## config.mk

```make
export PLATFORM = sky130hd
export DESIGN_NAME = rxpkt_parse
export DESIGN_NICKNAME = d
export VERILOG_FILES = /design/src/rtl/rxpkt_parse.sv
export SDC_FILE = /design/constraint.sdc
export NUM_CORES = 1
export LEC_CHECK = 0
export BUFFER_PORTS_ARGS = -buffer_cell sky130_fd_sc_hd__buf_4
export CAP_MARGIN = 20
export CORE_ASPECT_RATIO = 0.5
export CORE_MARGIN = 8
export CORE_UTILIZATION = 45
export CTS_CLUSTER_DIAMETER = 80
export DETAILED_ROUTE_END_ITERATION = 16
export GPL_TIMING_DRIVEN = 0
export PLACE_DENSITY_LB_ADDON = 0.1
export SETUP_SLACK_MARGIN = 0.02
export SLEW_MARGIN = 20
export SYNTH_ARGS = -nofsm -noshare
export SYNTH_HDL_FRONTEND = slang
export SYNTH_SLANG_ARGS = --single-unit
export TNS_END_PERCENT = 10
```

## constraint.sdc

```tcl
create_clock -name clk -period 2.2 [get_ports clk]
set_input_delay 0.22 -clock clk [delete_from_list [all_inputs] [get_ports clk]]
set_output_delay 0.22 -clock clk [all_outputs]
set_load 0.1 [all_outputs]
```

## src/rtl/rxpkt_parse.sv

```systemverilog
// rxpkt_parse: fetches a 7-word beacon packet from the 16-bit receive RAM,
// validates checksum/header/ID/range, and hands the fields to qtupdate with a
// two-cycle start strobe followed by a hold-off while the table walk runs.
module rxpkt_parse #(
    parameter logic [3:0] TYPE_BEACON = 4'h1,
    parameter int         PKT_WORDS   = 7,
    parameter int         UPD_CYCLES  = 32
) (
    input  logic        clk,
    input  logic        rst,
    input  logic [15:0] my_id,
    input  logic        rx_valid,
    input  logic [15:0] rx_base,
    output logic        rx_ready,
    output logic        mem_rd,
    output logic [15:0] mem_addr,
    input  logic [15:0] mem_data,
    output logic [15:0] nID,
    output logic [15:0] battStat,
    output logic [15:0] qVal,
    output logic [15:0] cID,
    output logic [15:0] sinkID,
    output logic        start,
    output logic        drop,
    output logic [2:0]  drop_code,
    output logic [15:0] pkt_cnt,
    output logic [15:0] drop_cnt
);

    localparam logic [7:0]    LEN_REQ   = 8'(PKT_WORDS);
    localparam int            HW        = (UPD_CYCLES > 1) ? $clog2(UPD_CYCLES) : 1;
    localparam logic [HW-1:0] HOLD_LAST = HW'(UPD_CYCLES - 1);
    localparam logic [2:0]    LAST_WORD = 3'd6;
    localparam logic [2:0]    NUM_READS = 3'd7;

    typedef enum logic [2:0] {
        S_IDLE  = 3'd0,
        S_READ  = 3'd1,
        S_CHECK = 3'd2,
        S_START = 3'd3,
        S_HOLD  = 3'd4
    } state_t;

    // Checksum accumulation: plain 16-bit add, carries fall off the top.
    function automatic logic [15:0] csum_add(input logic [15:0] acc, input logic [15:0] word);
        return acc + word;
    endfunction

    state_t          r_state;
    state_t          w_state_nxt;
    logic [2:0]      r_rd_cnt;     // reads issued so far
    logic            r_pend;       // a read was issued last cycle, data is on mem_data now
    logic [2:0]      r_cap_idx;    // index of the next word to capture
    logic [15:0]     r_sum;        // running sum of w0..w5
    logic [3:0]      r_type;
    logic [7:0]      r_len;
    logic [15:0]     r_src;
    logic [15:0]     r_batt;
    logic [15:0]     r_qval;
    logic [15:0]     r_cid;
    logic [15:0]     r_sink;
    logic [15:0]     r_csum;
    logic            r_start_cnt;
    logic [HW-1:0]   r_hold_cnt;
    logic [2:0]      w_code;

    // Reject reason for the captured packet, first failing rule wins (0 = accept).
    always_comb begin
        w_code = 3'd0;
        if (r_sum != r_csum) begin
            w_code = 3'd1;
        end else if (r_type != TYPE_BEACON) begin
            w_code = 3'd2;
        end else if (r_len != LEN_REQ) begin
            w_code = 3'd3;
        end else if (r_src == my_id) begin
            w_code = 3'd4;
        end else if (r_batt[15] || r_qval[15]) begin
            w_code = 3'd5;
        end else begin
            w_code = 3'd0;
        end
    end

    // Next-state logic of the fetch/validate/handoff sequence.
    always_comb begin
        w_state_nxt = r_state;
        case (r_state)
            S_IDLE: begin
                if (rx_valid) w_state_nxt = S_READ;
                else          w_state_nxt = S_IDLE;
            end
            S_READ: begin
                if (r_pend && (r_cap_idx == LAST_WORD)) w_state_nxt = S_CHECK;
                else                                    w_state_nxt = S_READ;
            end
            S_CHECK: begin
                if (w_code == 3'd0) w_state_nxt = S_START;
                else                w_state_nxt = S_IDLE;
            end
            S_START: begin
                if (r_start_cnt) w_state_nxt = S_HOLD;
                else             w_state_nxt = S_START;
            end
            S_HOLD: begin
                if (r_hold_cnt == HOLD_LAST) w_state_nxt = S_IDLE;
                else                         w_state_nxt = S_HOLD;
            end
            default: w_state_nxt = S_IDLE;
        endcase
    end

    // State register.
    always_ff @(posedge clk) begin
        if (rst) r_state <= S_IDLE;
        else     r_state <= w_state_nxt;
    end

    // Read issue: seven back-to-back word reads starting at the latched base.
    always_ff @(posedge clk) begin
        if (rst) begin
            mem_rd   <= 1'b0;
            mem_addr <= 16'h0000;
            r_rd_cnt <= 3'd0;
            r_pend   <= 1'b0;
        end else begin
            r_pend <= mem_rd;
            if ((r_state == S_IDLE) && rx_valid) begin
                mem_rd   <= 1'b1;
                mem_addr <= rx_base;
                r_rd_cnt <= 3'd1;
            end else if ((r_state == S_READ) && (r_rd_cnt != NUM_READS)) begin
                mem_rd   <= 1'b1;
                mem_addr <= mem_addr + 16'd2;
                r_rd_cnt <= r_rd_cnt + 3'd1;
            end else begin
                mem_rd <= 1'b0;
            end
        end
    end

    // Capture returning words into shadow registers and accumulate the checksum.
    always_ff @(posedge clk) begin
        if (rst) begin
            r_cap_idx <= 3'd0;
            r_sum     <= 16'h0000;
            r_type    <= 4'h0;
            r_len     <= 8'h00;
            r_src     <= 16'h0000;
            r_batt    <= 16'h0000;
            r_qval    <= 16'h0000;
            r_cid     <= 16'h0000;
            r_sink    <= 16'h0000;
            r_csum    <= 16'h0000;
        end else if ((r_state == S_IDLE) && rx_valid) begin
            r_cap_idx <= 3'd0;
            r_sum     <= 16'h0000;
        end else if ((r_state == S_READ) && r_pend) begin
            case (r_cap_idx)
                3'd0: begin
                    r_type <= mem_data[15:12];
                    r_len  <= mem_data[7:0];
                end
                3'd1:    r_src  <= mem_data;
                3'd2:    r_batt <= mem_data;
                3'd3:    r_qval <= mem_data;
                3'd4:    r_cid  <= mem_data;
                3'd5:    r_sink <= mem_data;
                3'd6:    r_csum <= mem_data;
                default: r_csum <= r_csum;
            endcase
            if (r_cap_idx != LAST_WORD) begin
                r_sum <= csum_add(r_sum, mem_data);
            end
            r_cap_idx <= r_cap_idx + 3'd1;
        end
    end

    // Sequencing counters for the start strobe and the hold-off window.
    always_ff @(posedge clk) begin
        if (rst) begin
            r_start_cnt <= 1'b0;
            r_hold_cnt  <= '0;
        end else begin
            r_start_cnt <= (r_state == S_START);
            if (r_state == S_HOLD) r_hold_cnt <= r_hold_cnt + HW'(1);
            else                   r_hold_cnt <= '0;
        end
    end

    // Registered handshake, verdict, field and counter outputs.
    always_ff @(posedge clk) begin
        if (rst) begin
            rx_ready  <= 1'b1;
            start     <= 1'b0;
            drop      <= 1'b0;
            drop_code <= 3'd0;
            nID       <= 16'h0000;
            battStat  <= 16'h0000;
            qVal      <= 16'h0000;
            cID       <= 16'h0000;
            sinkID    <= 16'h0000;
            pkt_cnt   <= 16'h0000;
            drop_cnt  <= 16'h0000;
        end else begin
            rx_ready <= (w_state_nxt == S_IDLE);
            start    <= (w_state_nxt == S_START);
            drop     <= (r_state == S_CHECK) && (w_code != 3'd0);
            if (r_state == S_CHECK) begin
                if (w_code == 3'd0) begin
                    nID      <= r_src;
                    battStat <= r_batt;
                    qVal     <= r_qval;
                    cID      <= r_cid;
                    sinkID   <= r_sink;
                    pkt_cnt  <= pkt_cnt + 16'd1;
                end else begin
                    drop_code <= w_code;
                    drop_cnt  <= drop_cnt + 16'd1;
                end
            end
        end
    end

endmodule

```

==> summary.txt <==
CTS
  – Worst-case clock buffer depth: 3
  – Num CTS Buffers: 26
  – Clock transition at path regs: 0.07 ns
  – Clk_lat worst skew: 0.56 ns
  – CTS H-tree lvls: 1
  – CTS tree: yes
  – CTS Sinks: 275
  – Clock root buffer: clkbuf_16

Worst setup path
  – Worst setup EP type: register
  – Critical path class: reg -> reg
  – Worst-path maximum fanout: 6
  – Worst flop-to-flop path startpoint: r_sum[0]
  – Worst R2R End: pkt_cnt[4]
  – Critical Path AT: 2.90 ns
  – R2R Setup Slk: -0.24 ns
  – Worst endpoint required time: 2.66 ns
  – Worst setup SP type: register
  – Reg2reg path depth: 8

Yosys
  – Fraction of registers with async set/reset: 0
  – Cell taking the most area after synthesis: dfxtp_1
  – Synth Area in XOR/XNOR: 0.0556
  – Cell variety after synth: 45
  – Post-synthesis mux area share: 0.00618
  – Adder-cell area share of the yosys netlist: 0.0316
  – Register area share after synthesis: 0.486
  – Post-synth EDFFs: 0
  – Synth Area in Compound Gates: 0.136
  – Leading register cell type out of synthesis: dfxtp_1
  – Syn Std Cell Area: 0.0113 sq mm
  – Ys Warns: 0
  – Synthesized area per cell: 8.06 sq um
  – Mapped Cells: 1,406
  – Main combinational cell family by area after synthesis: simple AND/OR/NAND/NOR gates
  – Syn Nets: 1,485
  – Synth top area cells: dfxtp_1 49%, nand2_1 13%, a21oi_1 9.9%
  – Top cell type's share of synthesized area: 0.486
  – Post-synthesis simple-gate area fraction: 0.247
  – FF+latch count, synth: 275

Timing
  – Final Slew Violations: 0
  – Post-route setup slack: -0.242 ns
  – Clock skew: 0.0246 ns
  – WHS: 0.00947 ns
  – RSZ-0062 raised after global routing: true
  – Fmax: 409 MHz
  – Period utilisation layout: 1.11
  – Slew headroom: 0.437
  – Measured slew at the worst slew-check pin: 0.844 ns
  – Final setup vio count: 27
  – Final hold vios: 0
  – Min cycle time layout: 2.44 ns

Job
  – MaxCap Viol Count: 0

Drt
  – Total wire length: 36,000 microns
  – Vias: 10,700
  – DRC: 0
  – DR pass1 iterations: 5
  – Routed vias/inst: 5.30
  – Iter 0 DRT Violations: 604
  – Avg WL per Cell: 17.8 microns
  – Antenna-violating nets left: 0

Floorplan
  – Num rows: 41
  – Initial Util: 0.454
  – I/O pins: 186
  – Die Width: 240 microns
  – Die area: 0.0308 sq mm
  – Die Height: 128 microns
  – Core ar.: 0.0250 sq mm

Power and ir drop
  – Pleak: 5.77 nW
  – Worst vdd ir: 488 uV
  – Register share of total power: 0.483
  – Clock network power share: 0.437
  – Net Sw Power: 0.00259 W
  – PD cells: 689 mW/mm^2
  – Switching share of power: 0.247
  – Int Power: 0.00790 W
  – Total chip power: 0.0105 W
  – Combinational power share: 0.080

Layout
  – Ant. Diodes: 0
  – Final nets: 1,743
  – Area grow syn2layout: 34.3%
  – Share of cells above drive strength 1: 0.255

GRT
  – Total GRT Usage: 0.222
  – Global route total overflow: 0
  – Initial antenna violation count: 0
  – Global-route wire length before repair: 54,600 microns
  – Largest net degree at the start of global routing: 15
  – Vias in the first global route: 10,100

Min path
  – WHS Endpoint: r_csum[14]
  – Tightest Hold Check Type: in -> reg
  – Hold path start: mem_data[14]
  – Hold depth: 3

Placed design
  – Placer Congestion: 0.843
  – DP HPWL: 24,400 microns
  – Port Buf Inserts: 184

Outcome
  – Status: finished, violations left
  – Violations in the final reports: negative setup slack
-- layout make-up --
cell class / count / area (sq um)
plain buffers: 86 / 518
clock buffers: 41 / 767
clock inverters: 6 / 91.3
fillers: 2186 / 9750
inverters: 21 / 78.8
multi-input cells: 1023 / 5880
flip-flops and latches: 275 / 5580
well taps: 344 / 430
repair buffers: 231 / 1880
-- metal layers --
layer  global-route usage  wire, microns  vias up
met1                0.291          16000     5135
li1                     -              -     5260
met5                    0              0        -
met4               0.0511            697        0
met3               0.0504           2590       57
met2                0.367          16700      286
-- worst max-delay path by stage --
stage                start           end  slack, ns  cells past startpoint
2_1_floorplan  mem_addr[6]  mem_addr[15]      0.002                      7
6_report          r_sum[0]    pkt_cnt[4]      -0.24                      8
4_1_cts          r_csum[4]    pkt_cnt[4]      -0.14                      8
3_5_place_dp      r_src[1]       nID[12]      -0.93                     10
3_3_place_gp      my_id[1]       nID[14]      -0.96                     11
5_1_grt           r_sum[0]    pkt_cnt[4]      -0.31                      8
-- Yosys cell counts (all sizes together) (15+ instances only) --
master    n
and3     15
nand2   384
clkbuf   73
nand4    20
or3      17
a21oi   224
inv      21
nor2     71
xnor2    33
nand3    52
a211oi   15
ha       27
xor2     39
o21ai    19
dfxtp   275
-- kinds of logic after synthesis --
group / after synthesis
AO/OA/AOI/OAI: 286
buffers and inverters: 108
multiplexers: 7
flip-flops: 275
XOR/XNOR: 72
adder cells (fa/ha/maj): 28
AND/OR/NAND/NOR: 630
-- worst max-delay path: stages (launching register included) --
cell     delay (ns)
dfxtp_2        0.33
xnor2_1        0.18
nand4_1        0.21
nor4_4         0.24
buf_4          0.17
nand4_4        0.11
or4_4          0.62
or3_4          0.35
a21oi_2        0.13
-- stage by stage --
stage | cells | util | setup WS, ns | cell area [sq um] | TNS, ns
global placement | 1934 | 0.528 | -0.964 | 13200 | -75.54
CTS | 2024 | 0.593 | -0.140 | 14800 | -1.32
global route | 2027 | 0.610 | -0.314 | 15200 | -10.76
floorplan | 1406 | - | 0.00181 | 11400 | 0
finish | 2027 | 0.610 | -0.242 | 15200 | -1.71
detailed placement | 1934 | 0.528 | -0.927 | 13200 | -73.79
-- power by group through the flow --
stage,registers [W],clock network [W],logic (W)
finish,0.00507,0.00459,0.000843
global route,0.00507,0.00485,0.000884
CTS,0.00506,0.00466,0.000820
detailed placement,0.00518,0,0.000764
global placement,0.00517,0,0.000755
floorplan,0.00538,0,0.000262
-- placed cells by master (no fill, tap or decap), types with 6 or more instances in the layout --
master,synthesis,routed
dfxtp_2,0,45
dlygate4sd3_1,0,24
clkbuf_8,0,8
and4_1,6,6
nand2_2,0,11
inv_1,21,21
mux2i_1,7,7
clkbuf_2,0,11
and3_1,15,14
a21oi_1,224,189
buf_8,0,6
clkbuf_16,0,28
a21oi_2,0,35
a211oi_1,15,14
nand2_4,0,9
nor3_1,14,13
xnor2_1,33,20
or3_1,17,16
xnor2_2,0,13
o21ai_0,19,18
buf_4,0,205
nand2_1,384,364
nor2b_1,8,7
clkbuf_1,73,62
ha_1,27,26
nand4_1,19,19
and2_1,10,9
nor2_1,70,65
nand3_1,52,51
dfxtp_1,275,225
xor2_1,39,39
-- timing repair --
item / 4_1_cts / 5_1_grt
pin swaps: 52 / 69
endpoints found under the hold margin: 25 / 0
cloned: 2 / 2
hold buffers: 24 / 0
buffers inserted: 18 / 2
resized for setup: 107 / 106
setup endpoints to repair: 182 / 198
(Power assumes the default switching activity.)
